--- src/rtl/scroll_shift_register.sv ---
// Shift/rotate register with a prescaled step rate, a bounce mode that sweeps a
// WIN-bit display window back and forth, and position/direction tracking.
module scroll_shift_register #(
   parameter int WIDTH = 16,
   parameter int WIN   = 7,
   parameter int DIV   = 4
) (
   input  logic                     clk,
   input  logic                     rst_n,
   input  logic                     en,
   input  logic [2:0]               mode,
   input  logic                     ser_in,
   input  logic [WIDTH-1:0]         load_data,
   output logic [WIDTH-1:0]         data_q,
   output logic [WIN-1:0]           win_out,
   output logic [$clog2(WIDTH)-1:0] pos,
   output logic                     dir,
   output logic                     step,
   output logic                     wrap,
   output logic                     turn
);

   localparam int POS_W = $clog2(WIDTH);
   localparam int CNT_W = (DIV > 1) ? $clog2(DIV) : 1;

   localparam logic [POS_W-1:0] POS_MAX   = POS_W'(WIDTH - 1);
   localparam logic [POS_W-1:0] POS_TOP   = POS_W'(WIDTH - WIN);
   localparam logic [CNT_W-1:0] PRESC_MAX = CNT_W'(DIV - 1);

   localparam logic [2:0] M_HOLD   = 3'b000;
   localparam logic [2:0] M_LOAD   = 3'b001;
   localparam logic [2:0] M_SHL    = 3'b010;
   localparam logic [2:0] M_SHR    = 3'b011;
   localparam logic [2:0] M_ROL    = 3'b100;
   localparam logic [2:0] M_ROR    = 3'b101;
   localparam logic [2:0] M_BOUNCE = 3'b110;
   localparam logic [2:0] M_CLEAR  = 3'b111;

   logic [CNT_W-1:0] presc;
   logic [CNT_W-1:0] presc_nxt;
   logic [WIDTH-1:0] data_nxt;
   logic [POS_W-1:0] pos_nxt;
   logic             dir_nxt;
   logic             step_nxt;
   logic             wrap_nxt;
   logic             turn_nxt;

   logic [POS_W-1:0] pos_inc;
   logic [POS_W-1:0] pos_dec;
   logic [WIDTH-1:0] rol_val;
   logic [WIDTH-1:0] ror_val;
   logic             step_edge;
   logic             bounce_right;

   assign pos_inc   = (pos == POS_MAX) ? '0 : pos + 1'b1;
   assign pos_dec   = (pos == '0) ? POS_MAX : pos - 1'b1;
   assign rol_val   = {data_q[WIDTH-2:0], data_q[WIDTH-1]};
   assign ror_val   = {data_q[0], data_q[WIDTH-1:1]};
   assign step_edge = (presc == PRESC_MAX);

   // Moving right from pos 0 would wrap, and sitting past the top end must head
   // back down, so both override the stored direction.
   assign bounce_right = (pos != '0) && (dir || (pos >= POS_TOP));

   always_comb begin
      presc_nxt = presc;
      data_nxt  = data_q;
      pos_nxt   = pos;
      dir_nxt   = dir;
      step_nxt  = 1'b0;
      wrap_nxt  = 1'b0;
      turn_nxt  = 1'b0;
      if (en) begin
         case (mode)
            M_HOLD: presc_nxt = '0;
            M_LOAD: begin
               presc_nxt = '0;
               data_nxt  = load_data;
               pos_nxt   = '0;
               dir_nxt   = 1'b0;
            end
            M_CLEAR: begin
               presc_nxt = '0;
               data_nxt  = '0;
               pos_nxt   = '0;
               dir_nxt   = 1'b0;
            end
            default: begin
               presc_nxt = step_edge ? '0 : presc + 1'b1;
               if (step_edge) begin
                  case (mode)
                     M_SHL: begin
                        data_nxt = {data_q[WIDTH-2:0], ser_in};
                        step_nxt = 1'b1;
                     end
                     M_SHR: begin
                        data_nxt = {ser_in, data_q[WIDTH-1:1]};
                        step_nxt = 1'b1;
                     end
                     M_ROL: begin
                        data_nxt = rol_val;
                        pos_nxt  = pos_inc;
                        wrap_nxt = (pos == POS_MAX);
                        step_nxt = 1'b1;
                     end
                     M_ROR: begin
                        data_nxt = ror_val;
                        pos_nxt  = pos_dec;
                        wrap_nxt = (pos == '0);
                        step_nxt = 1'b1;
                     end
                     M_BOUNCE: begin
                        if (WIN < WIDTH) begin
                           step_nxt = 1'b1;
                           if (bounce_right) begin
                              data_nxt = ror_val;
                              pos_nxt  = pos_dec;
                              dir_nxt  = 1'b1;
                              if (pos_dec == '0) begin
                                 dir_nxt  = 1'b0;
                                 turn_nxt = 1'b1;
                              end
                           end else begin
                              data_nxt = rol_val;
                              pos_nxt  = pos_inc;
                              dir_nxt  = 1'b0;
                              if (pos_inc == POS_TOP) begin
                                 dir_nxt  = 1'b1;
                                 turn_nxt = 1'b1;
                              end
                           end
                        end
                     end
                     default: ;
                  endcase
               end
            end
         endcase
      end
   end

   always_ff @(posedge clk or negedge rst_n) begin
      if (!rst_n) begin
         presc  <= '0;
         data_q <= '0;
         pos    <= '0;
         dir    <= 1'b0;
         step   <= 1'b0;
         wrap   <= 1'b0;
         turn   <= 1'b0;
      end else begin
         presc  <= presc_nxt;
         data_q <= data_nxt;
         pos    <= pos_nxt;
         dir    <= dir_nxt;
         step   <= step_nxt;
         wrap   <= wrap_nxt;
         turn   <= turn_nxt;
      end
   end

   assign win_out = data_q[WIDTH-1 -: WIN];

endmodule
--- config.mk ---
export PLATFORM = sky130hd
export DESIGN_NAME = scroll_shift_register
export DESIGN_NICKNAME = d
export VERILOG_FILES = /design/src/rtl/scroll_shift_register.sv
export SDC_FILE = /design/constraint.sdc
export NUM_CORES = 1
export LEC_CHECK = 0
export BUFFER_PORTS_ARGS = -buffer_cell sky130_fd_sc_hd__buf_2
export CORE_MARGIN = 2
export CORE_UTILIZATION = 48
export DETAILED_ROUTE_END_ITERATION = 16
export GPL_ROUTABILITY_DRIVEN = 0
export PLACE_DENSITY = 0.77
export SYNTH_ARGS = -nofsm -noshare
export SYNTH_HDL_FRONTEND = slang
export SYNTH_SLANG_ARGS = --single-unit
--- constraint.sdc ---
create_clock -name clk -period 2.2 [get_ports clk]
set_input_delay 0.11 -clock clk [delete_from_list [all_inputs] [get_ports clk]]
set_output_delay 0.11 -clock clk [all_outputs]
set_load 0.005 [all_outputs]
==> results.tsv <==
stage	metric	value	unit
hold_path	hold_class	in2reg	
global_route	antenna_found_initial	0	
synth	yosys-top-cells-area	dfrtp_1, a41oi_2, nand2_1, o21ai_0, buf_4	
critical_path	r2r-start	pos[0]$_DFFE_PN0P_	
critical_path	setup.worst_path.start	pos[0]$_DFFE_PN0P_	
sta	fin_crit_sh	90.5	%
synth	yosysTopAreaCellShare	32.0	%
sta	finalMaxSlewViolations	0	
run	drv_cap	0	
synth	syn-num-nets	267	
global_route	grt_first_pass_wirelength	9.03	mm
pwr	power_density	901	nW/µm²
die	die_h	69.1	µm
drt	ant_nets	0	
pwr	vdd_drop_max	465	µV
cts	clk_transition_reported_paths	0.09	ns
drt	routedWlPerCell	15.8	µm
critical_path	path_class	reg2reg	
sta	fin_skew	0.00525	ns
sta	fin_ws	0.208	ns
synth	synth_cell_types	53	
synth	ys_seq_area_share	32.0	%
critical_path	worst_ep_required_time	2.36	ns
drt	drt_iter0_drc	196	
critical_path	crit_path_end_kind	register	
sta	hold_ws	0.0871	ns
drt	drc	0	
layout	drive_gt1_share	34.6	%
cts	clock_sinks	26	
global_route	grt.overflow.total	0	
layout	multiInputGateArea	1250	µm²
placed_design	io_buffers	53	
drt	vias_per_cell	5.97	
layout	syn_to_final_growth	16.5	%
drt	drt-pass1-iter-count	4	
cts	cts_buffers	3	
hold_path	min-delay-start	load_data[0]	
placed_design	dp_hpwl	3.75	mm
layout	seq_area	651	µm²
layout	fillCellCount	386	
cts	clk_path_buf_depth	2	
cts	cts_tree	built	
layout	final_common_cell	buf_2	
sta	rsz0062_at_grt	false	
pwr	leakage	0.00100	µW
drt	vias	1969	
sta	max_freq	502	MHz
die	fp.dieArea	4780	µm²
sta	fin_crit	1.99	ns
die	io_pins	54	
layout	final_nets	310	
die	core	4030	µm²
sta	setup_viol	0	
drt	wl	5.22	mm
sta	hold_viol_final	0	
synth	ys_ff_latch	26	
cts	clk_latency	0.27	ns
placed_design	dp_slack	0.0219	ns
synth	syn_inst	238	
layout	layout_common_cells	buf_2, nand2_1, dfrtp_1	
cts	htree_levels	1	
synth	yosysTopAreaCell	dfrtp_1	
cts	root_buffer	clkbuf_8	
synth	synth_area_per_cell	8.55	µm²
run_status	status	finished clean	
sta	worst_slew_pin_slew	0.657	ns
die	die_w	69.1	µm
die	initial_core_util	50.5	%
sta	maxSlewHeadroom	56.2	%
critical_path	start_kind	register	
global_route	grt_pass1_vias	1890	
critical_path	worstPathArrival	2.15	ns
synth	synth-edff-count	0	
critical_path	cp_max_fo	10	
synth	synth_warnings	0	
sta	setup_tns	0	ns
synth	synth_ff_type	dfrtp_1	
die	rows	23	
synth	netlist_area	2040	µm²
global_route	grt_use_total	22.4	%
synth	async_flop_share	100	%
global_route	grt_max_degree	27	
layout	insertedDiodeCount	0	
-- through the flow --
stage          power [µW]  area (µm²)  cells  utilization [%]
2_1_floorplan        1520        2040    238                -
3_3_place_gp         1780        2260    323             56.1
3_5_place_dp         1810        2260    323             56.1
4_1_cts              2120        2320    328             57.7
5_1_grt              2310        2370    330             58.9
6_report             2140        2370    330             58.9
-- state kept, by name (all words and copies together), names as in the netlist --
name	cells
pos	4
dir	1
wrap	1
turn	1
data_q	16
step	1
presc	2
-- final cells by class --
| class | count | share of cell area, % |
|---|---|---|
| inverter | 6 | 0.949 |
| tap | 50 | 2.64 |
| clock buffer | 4 | 2.32 |
| timing repair buffer | 60 | 14.0 |
| multi-input combinational | 184 | 52.6 |
| sequential | 26 | 27.4 |
-- what timing repair did --
action / in CTS / in global routing
gates resized for setup: 0 / 3
endpoints found under the hold margin: 26 / 0
buffers inserted: 0 / 2
hold buffers: 1 / 0
endpoints found under the setup margin: 0 / 14
-- per-layer routing --
metal	track usage (%)	vias to the layer above	routed length [µm]
met5	0	-	0
met1	31.4	939	2330
met2	36.9	82	2520
met3	2.34	4	328
li1	-	944	-
met4	5.66	0	40
-- Yosys cell counts (2+ instances only) --
library cell,count
a21oi_1,10
a22o_1,2
a31oi_1,4
a41oi_1,5
a41oi_2,10
and3_1,2
buf_2,3
buf_4,11
buf_6,2
clkbuf_1,6
dfrtp_1,26
ha_1,6
inv_1,4
inv_2,2
mux2i_1,2
nand2_1,37
nand2_2,10
nand2b_1,2
nand3_1,5
nor2_1,21
nor2b_1,4
nor3_1,2
nor4_1,3
o211ai_1,4
o21ai_0,21
o2bb2ai_1,2
o31ai_1,2
o32ai_1,2
or2_1,3
xor2_1,2
-- cells by family after synthesis --
logic type	after synthesis	share of synthesized area, %
XOR/XNOR	2	0.861
AO/OA/AOI/OAI	77	30.7
AND/OR/NAND/NOR	96	23.1
adder cells (fa/ha/maj)	6	3.69
multiplexers	3	1.54
flip-flops	26	32.0
buffers and inverters	28	8.11
-- critical path, cell delays in order, from the launching register on --
cell      delay, ns
dfrtp_1        0.38
inv_1          0.09
ha_1           0.30
nand2b_4       0.12
a21oi_4        0.10
or2_1          0.29
or3b_1         0.39
a22o_1         0.21
-- where the power goes --
group | internal [µW] | switching, µW | leakage, µW
registers | 633 | 211 | 0.000307
logic | 473 | 509 | 0.000666
clock network | 160 | 150 | 0.0000288
-- final timing paths --
path / end / slack [ns] / cells after the start
setup / recovery: dir$_DFFE_PN0P_ / 0.21 / 7
hold / removal: data_q[0]$_DFFE_PN0P_ / 0.09 / 3
setup reg to reg: dir$_DFFE_PN0P_ / 0.21 / 7
hold reg to reg: presc[1]$_DFFE_PN0P_ / 0.51 / 1
max in group asynchronous: presc[0]$_DFFE_PN0P_ / 1.44 / 2
min in group asynchronous: data_q[9]$_DFFE_PN0P_ / 0.37 / 2
Note: power is estimated with default switching activity, not from simulation.
